===== src/rtl/mult_sequencer.sv =====
// mult_sequencer: control FSM for an N-bit unsigned shift-add multiplier.
// Issues one load, then N add-or-shift strobes keyed on q0, then a done pulse.
module mult_sequencer #(
  parameter int N  = 8,
  parameter int CW = $clog2(N+1)
) (
  input  logic          clock,
  input  logic          reset,
  input  logic          start,
  input  logic          abort,
  input  logic          q0,
  output logic          load,
  output logic          add,
  output logic          shift,
  output logic          busy,
  output logic          ready,
  output logic          done,
  output logic          valid,
  output logic [CW-1:0] step
);

  typedef enum logic [1:0] {
    IDLE = 2'd0,
    LOAD = 2'd1,
    RUN  = 2'd2,
    DONE = 2'd3
  } state_t;

  localparam logic [CW-1:0] STEP_LAST = CW'(N - 1);
  localparam logic [CW-1:0] STEP_SAT  = CW'(N);

  state_t        state;
  state_t        state_nxt;
  logic          valid_nxt;
  logic [CW-1:0] step_nxt;

  always_ff @(posedge clock or posedge reset) begin
    if (reset) begin
      state <= IDLE;
      valid <= 1'b0;
      step  <= '0;
    end else begin
      state <= state_nxt;
      valid <= valid_nxt;
      step  <= step_nxt;
    end
  end

  always_comb begin
    state_nxt = state;
    valid_nxt = valid;
    step_nxt  = step;
    load      = 1'b0;
    add       = 1'b0;
    shift     = 1'b0;
    unique case (state)
      IDLE: begin
        if (start) state_nxt = LOAD;
      end
      LOAD: begin
        load      = 1'b1;
        state_nxt = abort ? IDLE : RUN;
      end
      RUN: begin
        // An aborted step issues no strobe and does not count as completed
        if (abort) begin
          state_nxt = IDLE;
        end else begin
          add   = q0;
          shift = ~q0;
          if (step != STEP_SAT) step_nxt = step + CW'(1);
          if (step == STEP_LAST) state_nxt = DONE;
        end
      end
      DONE: begin
        state_nxt = start ? LOAD : IDLE;
      end
      default: state_nxt = IDLE;
    endcase
    // Entering LOAD starts a fresh operation; entering DONE publishes the result
    if (state_nxt == LOAD) begin
      valid_nxt = 1'b0;
      step_nxt  = '0;
    end
    if (state_nxt == DONE) valid_nxt = 1'b1;
    if (state == RUN && abort) valid_nxt = 1'b0;
  end

  assign busy  = (state == LOAD) || (state == RUN);
  assign ready = (state == IDLE) || (state == DONE);
  assign done  = (state == DONE);

endmodule


===== config.mk =====
export PLATFORM = sky130hd
export DESIGN_NAME = mult_sequencer
export DESIGN_NICKNAME = d
export VERILOG_FILES = /design/src/rtl/mult_sequencer.sv
export SDC_FILE = /design/constraint.sdc
export NUM_CORES = 1
export LEC_CHECK = 0
export CORE_AREA = 4 4 41 43
export CTS_BUF_LIST = sky130_fd_sc_hd__clkbuf_4 sky130_fd_sc_hd__clkbuf_8
export DETAILED_ROUTE_END_ITERATION = 8
export DIE_AREA = 0 0 45 47
export GPL_TIMING_DRIVEN = 0
export PLACE_DENSITY = 0.74
export SLEW_MARGIN = 20
export SYNTH_ARGS = -nofsm -noshare
export SYNTH_HDL_FRONTEND = slang
export SYNTH_SLANG_ARGS = --single-unit

===== constraint.sdc =====
create_clock -name clock -period 5 [get_ports clock]
set_input_delay 1 -clock clock [delete_from_list [all_inputs] [get_ports clock]]
set_output_delay 1 -clock clock [all_outputs]
set_load 0.01 [all_outputs]

* After elaboration in Yosys (flattened, before gate mapping)
Cells that the tools add are included.
Operators by class: add/subtract/negate cells 1, eq/ne operators 8, mux-type cells 18, bitwise logic cells 1, reductions and logical operators 8
Operator list (count):
- 4-bit 2-to-1 mux | 4
- 1-bit 2-to-1 mux | 9
- 2-bit 2-to-1 mux | 4
- 2-bit case mux with 4 select lines | 1
- 2-bit == test (second input constant) | 3
- 4-bit by 1-bit adder with 4-bit output (second input constant) | 1
- 2-bit by 1-bit == test with 1-bit output (second input constant) | 2
- 4-bit by 3-bit == test with 1-bit output (second input constant) | 1
- 4-bit != test (second input constant) | 1
- 2-bit nonzero test | 2
- 3-bit AND reduction | 1
- 3-bit nonzero test | 1
- 2-bit logical NOT | 1
- 1-bit logical OR | 2
- 2-bit by 1-bit != test with 1-bit output (second input constant) | 1
- 1-bit logical AND | 1
- 1-bit inverter | 1
Storage, ports and cells: register bits 7, output and inout port bits 11, logic and storage cells 39

* Logic depth before layout (Yosys ltp)
Gate-level depths: netlist (run 1).
depth in word-level cells 8, gate-level depth with buffers 6

* Least setup slack after synthesis (run 1)
Ideal clock, no wire load.
kind in2out, from input abort, to output add, arrival time 1395 ps, required time 4000 ps, slack 2605 ps, stages on the path 2, cell sequence nor2b_1 and2_1
Between the ends: word-level cells in the longest chain between the ends 2
RTL lines:
- start: declaration | line 10 | input logic abort,
- 1-bit 2-to-1 mux | line 66 | if (abort) begin
- 1-bit 2-to-1 mux | line 56 | unique case (state)
- end: declaration | line 13 | output logic add,
No other way between the ends.

* Worst setup path after layout (run 1)
Ends and elaborated chain as after synthesis.

==> flow_summary.yaml, run 1 <==
outcome:
  status: "complete, no violations"
timing:
  maxSlewViolCount: 0
  min_period_over_period: 0.699
  fin_hold_ws_ps: 536
  rsz0062_at_grt: "no"
  period_minus_slack_ps: 3500
  slew_headroom: 0.744
  hold_violations: 0
  fin_setup_tns_ps: 0
  skew_ps: 0.462
  clock.fmax_mhz: 286
  finalSetupViolCount: 0
  worstMarginPinSlew_ps: 380
synthesis:
  synth_area_per_cell_um2: 9.36
  ys_seq_area_frac: 0.374
  synth_cell_types: 21
  synth_fp_nets: 61
  yosys_warnings: 0
  synth_seq_cells: 7
  syn_inst: 50
  syn-cell-area_um2: 468
global_route:
  grt-ovfl-total: 0
  grt_pass1_wl_um: 1590
  grt_max_degree: 8
  grt_pass1_vias: 371
  grt_usage: 0.110
  antenna_found_initial: 0
critical_path:
  arrival_ps: 2500
  rr_worst_depth: 6
  end_kind: "output port"
  r2r_slack_ps: 3170
  worstSetupPathType: "in -> out"
  r2r-start: "state[0]"
  r2r_end: "valid"
  startpoint_type: "input pin"
  crit_path_max_fanout: 5
  critical_path_required_ps: 4000
pwr:
  p_seq_frac: 0.271
  pwr-share-comb: 0.549
  p_leak_uw: 0.000301
  switchingPower_uw: 113
  power_density_nw_per_um2: 456
  swShare: 0.373
  clkPwrFrac: 0.180
  ir_drop_v: 0.000343
  p_int_uw: 191
clock_network:
  cts_buffers: 3
  ctsHoldBuffers: 0
  clk_pin_slew_ps: 50
  cts_setup_buffers: 0
  cts_tree: "done"
  clockBufferDepth: 2
  clock_latency_ps: 240
  ctsResizeCount: 0
  cts_sinks: 7
  htree_levels: 1
  cts_root_buf: "clkbuf_4"
floorplan:
  io_pins: 16
  initial_core_util: 0.360
  die_area_um2: 2120
  rows: 13
  core_um2: 1300
  die_w_um: 45
  die_y_um: 47
detailed_routing:
  drt_wl_total_um: 919
  drc: 0
  vias: 391
  drtAntennaViolNets: 0
  drt_iter0_markers: 5
  wl_per_cell_um: 10.9
  first_pass_iters: 4
  viasPerCell: 4.65
job:
  max-cap-violations: 0
placement:
  numPortBuffers: 15
  hpwl_um: 748
  place_congestion: 0.727
  dp_cells: 80
final_layout:
  nets: 81
  drive_gt1_frac: 0.101
  syn2layout_area_growth_pct: 42.5
  fin_cells: 84
  antenna_cells: 0
hold_path:
  hold_start: "valid"
  hold_depth: 2
  hold_class: "reg -> reg"
  whs_endpoint: "valid"
per-stage QoR:
stage / setup WS [ps] / area (um2) / power, uW / util
6_report: 1500 / 667 / 304 / 0.513
5_1_grt: 1410 / 667 / 334 / 0.513
4_1_cts: 1490 / 667 / 310 / 0.513
3_5_place_dp: 1500 / 637 / 252 / 0.489
3_3_place_gp: 1510 / 637 / 249 / 0.489
2_1_floorplan: 2600 / 468 / 181 / -
cell usage in the layout (no fill, tap or decap), types with 2 or more instances in the layout:
| cell | synthesis | final |
|---|---|---|
| xor2_1 | 2 | 2 |
| and2_1 | 2 | 2 |
| nand2_1 | 3 | 3 |
| inv_1 | 8 | 8 |
| clkbuf_4 | 0 | 4 |
| nor2_1 | 7 | 7 |
| clkdlybuf4s50_1 | 0 | 15 |
| o21ai_0 | 2 | 2 |
| dfrtp_1 | 7 | 7 |
| ha_1 | 6 | 6 |
kinds of logic (layout without fill, tap and decap cells):
group | Yosys count | in the layout | share of synthesized area
buffers and inverters | 8 | 27 | 0.0642
multiplexers | 1 | 1 | 0.0214
AND/OR/NAND/NOR | 17 | 17 | 0.174
XOR/XNOR | 3 | 3 | 0.0562
flip-flops | 7 | 7 | 0.374
adder cells (fa/ha/maj) | 6 | 6 | 0.160
AO/OA/AOI/OAI | 8 | 8 | 0.150
synthesized netlist by cell type:
cell type  instances  area [um2]
inv_1              8        30.0
and2_1             2        12.5
o21ai_1            1        5.00
or2_2              1        6.26
ha_1               6        75.1
xor2_1             2        17.5
nand4_1            1        6.26
o41a_1             1        11.3
a311oi_1           1        8.76
xnor2_1            1        8.76
a211oi_2           1        12.5
nor2b_1            1        6.26
a2111oi_2          1        15.0
nor2_1             7        26.3
nand2_1            3        11.3
nor3_1             1        5.00
dfrtp_1            7         175
o21ai_0            2        10.0
nand3b_1           1        7.51
mux2i_1            1        10.0
o211ai_1           1        7.51
worst max path at each step:
stage,start,end,slack (ps),cells after the start
2_1_floorplan,abort,add,2600,2
3_3_place_gp,abort,add,1510,4
3_5_place_dp,abort,add,1500,4
4_1_cts,abort,add,1490,4
5_1_grt,abort,add,1410,4
6_report,abort,add,1500,4
worst max-delay path, stage by stage:
cell and delay, ps:
clkdlybuf4s50_1 480, nor2b_1 310, and2_1 170, clkdlybuf4s50_1 530
power groups by stage:
| stage | logic, uW | registers (uW) | clock network [uW] |
|---|---|---|---|
| final | 167 | 82.6 | 54.7 |
| after global routing | 187 | 85.3 | 61.5 |
| after CTS | 170 | 82.5 | 58.0 |
| after detailed placement | 169 | 83.3 | 0 |
| after global placement | 166 | 83.1 | 0 |
| after floorplan | 97.7 | 83.5 | 0 |
flip-flops by register name, indices dropped and copies added (netlist names):
name and cells:
step 4, state 2, valid 1
metal layers:
| metal | GRT usage | vias to the layer above | routed length, um |
|---|---|---|---|
| li1 | - | 203 | - |
| met1 | 0.136 | 174 | 430 |
| met2 | 0.150 | 10 | 411 |
| met3 | 0.0230 | 4 | 45 |
| met4 | 0.123 | 0 | 31 |
| met5 | 0 | - | 0 |
area by class of cell:
cell class                      count  area, um2
Tap cell                           15       18.8
Inverter                            8       30.0
Fill cell                         130        634
Timing Repair Buffer               15        150
Multi-Input combinational cell     35        263
Clock buffer                        4       30.0
Sequential cell                     7        175
No activity file was read; power rests on OpenSTA's default activity.
==> run 2: changes to the inputs <==
Clock period 5 ns to 3.45 ns, I/O delays scaled along.
==> results of run 2 <==
The final DEF is identical to that of run 1. Status: complete, no violations.
Among the figures that moved: setup slack after placement 1500 ps -> 574 ps; setup slack after layout 1500 ps -> 574 ps; register-to-register setup slack 3170 ps -> 1620 ps; total power 304 uW -> 441 uW; worst IR drop on VDD 0.000343 V -> 0.000497 V
==> run 3: changes to the inputs <==
Clock period 3.45 ns to 2.9 ns, I/O delays scaled along.
==> results of run 3 <==
The final DEF is identical to that of run 1. Status: complete, no violations.
Among the figures that moved: setup slack after placement 1500 ps -> 244 ps; setup slack after layout 1500 ps -> 244 ps; register-to-register setup slack 3170 ps -> 1070 ps; total power 304 uW -> 525 uW; worst IR drop on VDD 0.000343 V -> 0.000591 V
